==> src/rtl/led7seg_595_scanner_pkg.sv <==
`default_nettype none
// +----------------------------------------------------------------------+
// | Module      : led7seg_pkg                                            |
// | Description : Shared types, defaults and helpers for the 74HC595     |
// |               7-segment scan driver and the timer top.               |
// | Revision    : 1.0 - initial release                                  |
// +----------------------------------------------------------------------+
package led7seg_pkg;

   localparam int DEF_DIG_NUM   = 8;
   localparam int DEF_SEG_NUM   = 8;
   localparam int DEF_DIV_WIDTH = 8;

   // Bit-phase sequencer states; explicit encoding keeps netlists stable.
   typedef enum logic [2:0] {
      ST_IDLE     = 3'd0,
      ST_SHIFT_LO = 3'd1,
      ST_SHIFT_HI = 3'd2,
      ST_LATCH_HI = 3'd3,
      ST_LATCH_LO = 3'd4
   } state_t;

   // One shifted word carries the segment byte followed by the digit select.
   function automatic int cha_width(input int seg_num, input int dig_num);
      return seg_num + dig_num;
   endfunction

endpackage
`default_nettype wire

==> src/rtl/led7seg_595_scanner_if.sv <==
`default_nettype none
// +----------------------------------------------------------------------+
// | Module      : led7seg_595_scanner_if                                 |
// | Description : Frame hand-off from the timer datapath to the scanner. |
// | Revision    : 1.0 - initial release                                  |
// +----------------------------------------------------------------------+
interface led7seg_595_scanner_if
   import led7seg_pkg::*;
#(
   parameter int DIG_NUM = DEF_DIG_NUM,
   parameter int SEG_NUM = DEF_SEG_NUM
) ();

   logic [DIG_NUM*SEG_NUM-1:0] dat;
   logic                       vld;

   modport master (output dat, output vld);
   modport slave  (input  dat, input  vld);

endinterface
`default_nettype wire

==> src/rtl/led7seg_595_scanner_tick_gen.sv <==
`default_nettype none
// +----------------------------------------------------------------------+
// | Module      : led7seg_tick_gen                                       |
// | Description : Free-running prescaler; tick once per 2^DIV_WIDTH clk. |
// | Revision    : 1.0 - initial release                                  |
// +----------------------------------------------------------------------+
module led7seg_tick_gen
   import led7seg_pkg::*;
#(
   parameter int DIV_WIDTH = DEF_DIV_WIDTH
) (
   input  logic clk,
   input  logic rst,
   output logic tick
);

   logic [DIV_WIDTH-1:0] cnt_q;

   // Prescaler counter, wraps naturally.
   always_ff @(posedge clk or negedge rst) begin
      if (!rst) begin
         cnt_q <= '0;
      end else begin
         cnt_q <= cnt_q + 1'b1;
      end
   end

   assign tick = &cnt_q;

endmodule
`default_nettype wire

==> src/rtl/led7seg_595_scanner.sv <==
`default_nettype none
// +----------------------------------------------------------------------+
// | Module      : led7seg_595_scanner                                    |
// | Description : Multiplexes a packed segment frame onto the serial     |
// |               sclk/rclk/dio chain of an 8-digit 74HC595 display.     |
// | Revision    : 1.0 - initial release                                  |
// +----------------------------------------------------------------------+
module led7seg_595_scanner
   import led7seg_pkg::*;
#(
   parameter int DIG_NUM   = DEF_DIG_NUM,
   parameter int SEG_NUM   = DEF_SEG_NUM,
   parameter int DIV_WIDTH = DEF_DIV_WIDTH
) (
   input  logic                        clk,
   input  logic                        rst,
   led7seg_595_scanner_if.slave        fin,
   output logic                        sclk,
   output logic                        rclk,
   output logic                        dio,
   output logic                        frm
);

   localparam int CHA_WIDTH = cha_width(SEG_NUM, DIG_NUM);
   localparam int DIG_W     = (DIG_NUM > 1) ? $clog2(DIG_NUM) : 1;
   localparam int CNT_W     = $clog2(CHA_WIDTH + 1);

   localparam logic [CNT_W-1:0] C_LAST_BIT = CNT_W'(CHA_WIDTH - 1);
   localparam logic [DIG_W-1:0] C_LAST_DIG = DIG_W'(DIG_NUM - 1);

   logic                         w_tick;
   state_t                       state_q, state_d;
   logic [DIG_NUM*SEG_NUM-1:0]   frame_q;
   logic                         have_data_q;
   logic [DIG_W-1:0]             dig_q, dig_d;
   logic [CHA_WIDTH-1:0]         shreg_q, shreg_d;
   logic [CNT_W-1:0]             bit_cnt_q, bit_cnt_d;
   logic                         sclk_q, rclk_q, frm_q, frm_d;
   logic [DIG_W-1:0]             w_dig_next, w_load_dig;
   logic [SEG_NUM-1:0]           w_seg;
   logic [DIG_NUM-1:0]           w_onehot;

   led7seg_tick_gen #(
      .DIV_WIDTH (DIV_WIDTH)
   ) u_tick_gen (
      .clk  (clk),
      .rst  (rst),
      .tick (w_tick)
   );

   // Frame buffer and first-data flag; only word loads read the buffer,
   // so a mid-digit update never disturbs the word in flight.
   always_ff @(posedge clk or negedge rst) begin
      if (!rst) begin
         frame_q     <= '0;
         have_data_q <= 1'b0;
      end else begin
         if (fin.vld) begin
            frame_q <= fin.dat;
         end
         have_data_q <= have_data_q | fin.vld;
      end
   end

   // Select the word for the digit about to be loaded: 0 from IDLE,
   // otherwise the successor of the digit just latched.
   always_comb begin
      w_dig_next = (dig_q == C_LAST_DIG) ? '0 : dig_q + 1'b1;
      w_load_dig = (state_q == ST_IDLE) ? '0 : w_dig_next;
      w_seg      = '0;
      w_onehot   = '0;
      for (int i = 0; i < DIG_NUM; i++) begin
         if (w_load_dig == DIG_W'(i)) begin
            w_seg       = frame_q[i*SEG_NUM +: SEG_NUM];
            w_onehot[i] = 1'b1;
         end
      end
   end

   // Next-state logic; every transition is qualified by the bit-phase tick.
   always_comb begin
      state_d   = state_q;
      dig_d     = dig_q;
      shreg_d   = shreg_q;
      bit_cnt_d = bit_cnt_q;
      frm_d     = 1'b0;
      if (w_tick) begin
         case (state_q)
            ST_IDLE: begin
               if (have_data_q) begin
                  state_d   = ST_SHIFT_LO;
                  dig_d     = '0;
                  shreg_d   = {w_seg, w_onehot};
                  bit_cnt_d = '0;
               end
            end
            ST_SHIFT_LO: begin
               state_d = ST_SHIFT_HI;
            end
            ST_SHIFT_HI: begin
               shreg_d   = {shreg_q[CHA_WIDTH-2:0], 1'b0};
               bit_cnt_d = bit_cnt_q + 1'b1;
               state_d   = (bit_cnt_q < C_LAST_BIT) ? ST_SHIFT_LO : ST_LATCH_HI;
            end
            ST_LATCH_HI: begin
               state_d = ST_LATCH_LO;
            end
            ST_LATCH_LO: begin
               state_d   = ST_SHIFT_LO;
               dig_d     = w_dig_next;
               shreg_d   = {w_seg, w_onehot};
               bit_cnt_d = '0;
               frm_d     = (dig_q == C_LAST_DIG);
            end
            default: begin
               state_d = ST_IDLE;
            end
         endcase
      end
   end

   // State register plus registered output decodes, so the pins never
   // see a combinational path from the inputs.
   always_ff @(posedge clk or negedge rst) begin
      if (!rst) begin
         state_q   <= ST_IDLE;
         dig_q     <= '0;
         shreg_q   <= '0;
         bit_cnt_q <= '0;
         sclk_q    <= 1'b0;
         rclk_q    <= 1'b0;
         frm_q     <= 1'b0;
      end else begin
         state_q   <= state_d;
         dig_q     <= dig_d;
         shreg_q   <= shreg_d;
         bit_cnt_q <= bit_cnt_d;
         sclk_q    <= (state_d == ST_SHIFT_HI);
         rclk_q    <= (state_d == ST_LATCH_HI);
         frm_q     <= frm_d;
      end
   end

   assign sclk = sclk_q;
   assign rclk = rclk_q;
   assign dio  = shreg_q[CHA_WIDTH-1];
   assign frm  = frm_q;

endmodule
`default_nettype wire

==> src/flat_wrapper.sv <==
// flat-port wrapper written by rule: the top's interface ports become plain ports
module led7seg_595_scanner_flat import led7seg_pkg::*;
#(
   parameter int DIG_NUM   = DEF_DIG_NUM,
   parameter int SEG_NUM   = DEF_SEG_NUM,
   parameter int DIV_WIDTH = DEF_DIV_WIDTH
)
  (clk, rst, sclk, rclk, dio, frm, fin_dat, fin_vld);
  led7seg_595_scanner_if #(.DIG_NUM(DIG_NUM), .SEG_NUM(SEG_NUM)) fin_i ();
  input  logic clk;
  input  logic rst;
  output logic sclk;
  output logic rclk;
  output logic dio;
  output logic frm;
  input wire logic [$bits(fin_i.dat)-1:0] fin_dat;
  input wire logic [$bits(fin_i.vld)-1:0] fin_vld;
  assign fin_i.dat = fin_dat;
  assign fin_i.vld = fin_vld;
  led7seg_595_scanner #(.DIG_NUM(DIG_NUM), .SEG_NUM(SEG_NUM), .DIV_WIDTH(DIV_WIDTH)) u_core (.clk(clk), .rst(rst), .fin(fin_i), .sclk(sclk), .rclk(rclk), .dio(dio), .frm(frm));
endmodule
==> config.mk <==
export PLATFORM = sky130hd
export DESIGN_NAME = led7seg_595_scanner_flat
export DESIGN_NICKNAME = d
export VERILOG_FILES = /design/src/rtl/led7seg_595_scanner_pkg.sv /design/src/rtl/led7seg_595_scanner_if.sv /design/src/rtl/led7seg_595_scanner_tick_gen.sv /design/src/rtl/led7seg_595_scanner.sv /design/src/flat_wrapper.sv
export SDC_FILE = /design/constraint.sdc
export NUM_CORES = 1
export LEC_CHECK = 0
export CAP_MARGIN = 20
export CORE_MARGIN = 2
export CORE_UTILIZATION = 58
export CTS_CLUSTER_DIAMETER = 30
export DETAILED_ROUTE_END_ITERATION = 16
export MAX_ROUTING_LAYER = met4
export PLACE_DENSITY = 0.88
export SLEW_MARGIN = 20
export SYNTH_ARGS = -nofsm -noshare
export SYNTH_HDL_FRONTEND = slang
export SYNTH_SLANG_ARGS = --single-unit
==> constraint.sdc <==
create_clock -name clk -period 6.15 [get_ports clk]
set_input_delay 1.23 -clock clk [delete_from_list [all_inputs] [get_ports clk]]
set_output_delay 1.23 -clock clk [all_outputs]
set_load 0.02 [all_outputs]
==> results.yml <==
status:
  status: "completed"
synthesis:
  ys_top_cells_by_count: "dfrtp_1, mux2_2, nand2_1"
  synth_area_leaders: "dfrtp_1, mux2_2, mux4_2"
  avgSynthCellArea_um2: 12.1
  synth.distinct_cells: 53
  ys.flop_type: "dfrtp_1"
  synth_top_area_cell: "dfrtp_1"
  syn_area_um2: 4840
  synth-edff-count: 0
  synth_top_area_share_pct: 53.2
  ys_seq_elements: 103
  async_flop_share_pct: 100
  yosysWarnings: 0
  synth.most_common_cell: "dfrtp_1"
  synth_nets: 470
  yosysSeqAreaShare_pct: 53.2
  synthCells: 399
floorplanning:
  io_pins: 71
  dieArea_um2: 9100
  die_y_um: 95.4
  die_w_um: 95.4
  initial_core_util_pct: 59.3
  placementRows: 33
  coreArea_um2: 8180
routing:
  ant_nets: 0
  viasPerCell: 6.22
  drtPass1Iterations: 4
  vias: 3534
  drt_wl_total_um: 10900
  drc: 0
  wl_per_cell_um: 19.2
  initialDrtViolationCount: 343
clock_network:
  clockRootBuffer: "clkbuf_8"
  clk_path_buf_depth: 2
  clkTransAtPathRegs_ns: 0.10
  ctsHoldBuffers: 0
  clock_latency_ns: 0.37
  cts_tree: "yes"
  cts_made_buffers: 9
  cts_resized: 0
  cts_sinks: 103
  cts-htree-levels: 3
  cts_setup_buffers: 0
critical_path:
  cp_max_fo: 20
  cp_common_cell: "ha_1"
  endpoint_kind: "register"
  critPathBufInv: 0
  cp.depth: 5
  critPathLaunchType: "register"
  path_cells: "ha_1, ha_1, o31ai_2, a221oi_1, o31ai_1"
  slowest_delay_ns: 0.74
  rr_worst_depth: 5
  crit_slowest_cell: "o31ai_2"
  required_ns: 6.41
  crit_arrival_ns: 2.92
  crit_family: "compound AO/OA/AOI/OAI gates"
  crit_type: "reg2reg"
sta:
  slew-limit-headroom_pct: 40.1
  worst_slew_pin_slew_ns: 0.898
  min_period_ns: 2.65
  hold_viol_final: 0
  min_period_over_period_pct: 43.1
  skew_ns: 0.0141
  fin_ws_ns: 3.50
  setup_tns_ns: 0
  drv_slew: 0
  setup_viol: 0
  fmax_mhz: 377
  rsz0062_at_grt: "no"
finish:
  finalNonFillerCells: 568
  finalNetCount: 530
  drive_gt1_share_pct: 22.0
  num_antenna_cells: 0
  postLayoutCoreUtil_pct: 70.7
  area_growth_pct: 19.2
pwr:
  pwr-share-comb_pct: 9.9
  cellLeakagePower_nw: 2.37
  swShare_pct: 23.1
  pwr-share-seq_pct: 55.9
  ir_drop_mv: 0.173
  p_clk_share_pct: 34.2
  p_int_mw: 1.03
  total_power_mw: 1.34
  power.density_nw_per_um2: 232
  p_sw_mw: 0.310
placement:
  portBuffers: 70
  place_congestion: 0.928
  place_hpwl_um: 7740
  pre_cts_ws_ns: 3.53
  placed_cells: 553
global_routing:
  antenna_found_initial: 0
  gr-total-overflow: 0
  grt_pass1_vias: 3626
  track_usage_pct: 27.2
  grt_max_degree: 70
  grt_first_pass_wirelength_um: 18000
flow_run:
  drv_cap: 0
hold_path:
  worstHoldPathType: "reg2reg"
  hold_depth: 1
-- flip-flops by register name, indices dropped and copies added, names as in the netlist --
register                 cells
u_core.frame_q              64
u_core.shreg_q              16
u_core.u_tick_gen.cnt_q      8
u_core.bit_cnt_q             5
u_core.dig_q                 3
u_core.state_q               3
u_core.frm                   1
u_core.have_data_q           1
u_core.rclk                  1
u_core.sclk                  1
-- stage by stage --
| stage | cell area [um^2] | hold slack [ns] |
|---|---|---|
| 3_5_place_dp | 5560 | 0.461 |
| 6_report | 5780 | 0.478 |
| 4_1_cts | 5770 | 0.483 |
| 3_3_place_gp | 5560 | 0.459 |
| 5_1_grt | 5780 | 0.520 |
| 2_1_floorplan | 4840 | 0.443 |
-- metal layers --
metal  global-route usage [%]  wire length [um]  vias up
met4                     11.1               369        0
li1                         -                 -     1587
met2                     44.5              5620      157
met5                        -                 0        -
met1                     34.2              4300     1748
met3                     4.27               621       42
-- power groups by stage --
stage                     Combinational, mW  Clock [mW]  Sequential [mW]
after detailed placement              0.133           0            0.763
after floorplan                      0.0677           0            0.747
after global routing                  0.144       0.483            0.755
after CTS                             0.134       0.458            0.750
final                                 0.133       0.459            0.751
after global placement                0.128           0            0.761
-- cells in the final DEF, fill, tap and decap left out, types with 2 or more instances in the layout --
master           instances
xor2_1                   3
o21ai_0                  4
buf_4                    3
a221oi_1                11
nand2_1                 34
o21ai_1                 10
mux4_2                   6
a21oi_1                 14
ha_1                     4
nor3_1                   3
and2_1                   2
dfrtp_1                103
inv_1                    2
bufinv_16                2
o2bb2ai_1                2
or2_1                    2
mux2i_1                  6
or3_1                    4
clkdlybuf4s50_1         68
clkinvlp_4               2
a22o_1                  10
nor3_2                   3
nor2_1                  23
nand2b_1                 2
o31ai_1                  8
nor2b_1                  8
o221ai_1                 2
nand3b_1                 2
or2_2                    2
clkbuf_8                 9
xnor2_1                  5
mux2_2                  64
nor2_2                   3
o22ai_1                  6
nand3_1                 10
-- layout make-up --
| type | instances | area [um^2] |
|---|---|---|
| clock buffers | 10 | 128 |
| clock inverters | 5 | 83.8 |
| fillers | 558 | 2400 |
| inverters | 2 | 7.51 |
| multi-input cells | 271 | 2140 |
| flip-flops and latches | 103 | 2580 |
| well taps | 105 | 131 |
| repair buffers | 72 | 708 |
-- path summary, 6_finish.rpt --
check                                                           from                              endpoint  slack [ns]
worst min register to register  u_core.u_tick_gen.cnt_q[0]$_DFF_PN0_  u_core.u_tick_gen.cnt_q[0]$_DFF_PN0_        0.48
worst min-delay path            u_core.u_tick_gen.cnt_q[0]$_DFF_PN0_  u_core.u_tick_gen.cnt_q[0]$_DFF_PN0_        0.48
min in group asynchronous                                        rst           u_core.state_q[1]$_DFF_PN0_        0.79
worst max-delay path                     u_core.dig_q[0]$_DFFE_PN0P_        u_core.shreg_q[15]$_DFFE_PN0P_        3.50
max in group asynchronous                                        rst        u_core.frame_q[45]$_DFFE_PN0P_        4.13
worst max register to register           u_core.dig_q[0]$_DFFE_PN0P_        u_core.shreg_q[15]$_DFFE_PN0P_        3.50
-- worst register-to-register path, cell delays in order (launching register included) --
cell and delay [ns]:
dfrtp_1 0.47, ha_1 0.23, ha_1 0.54, o31ai_2 0.74, a221oi_1 0.26, o31ai_1 0.31
-- logic make-up (layout without fill, tap and decap cells) --
family / count (synthesis) / in the layout / synth area share (%)
AO/OA/AOI/OAI: 79 / 79 / 11.8
adder cells (fa/ha/maj): 4 / 4 / 1.03
multiplexers: 76 / 76 / 18.9
flip-flops: 103 / 103 / 53.2
AND/OR/NAND/NOR: 104 / 104 / 11.0
buffers and inverters: 25 / 89 / 2.66
XOR/XNOR: 8 / 8 / 1.45
Power figures use the tool's default switching activity.
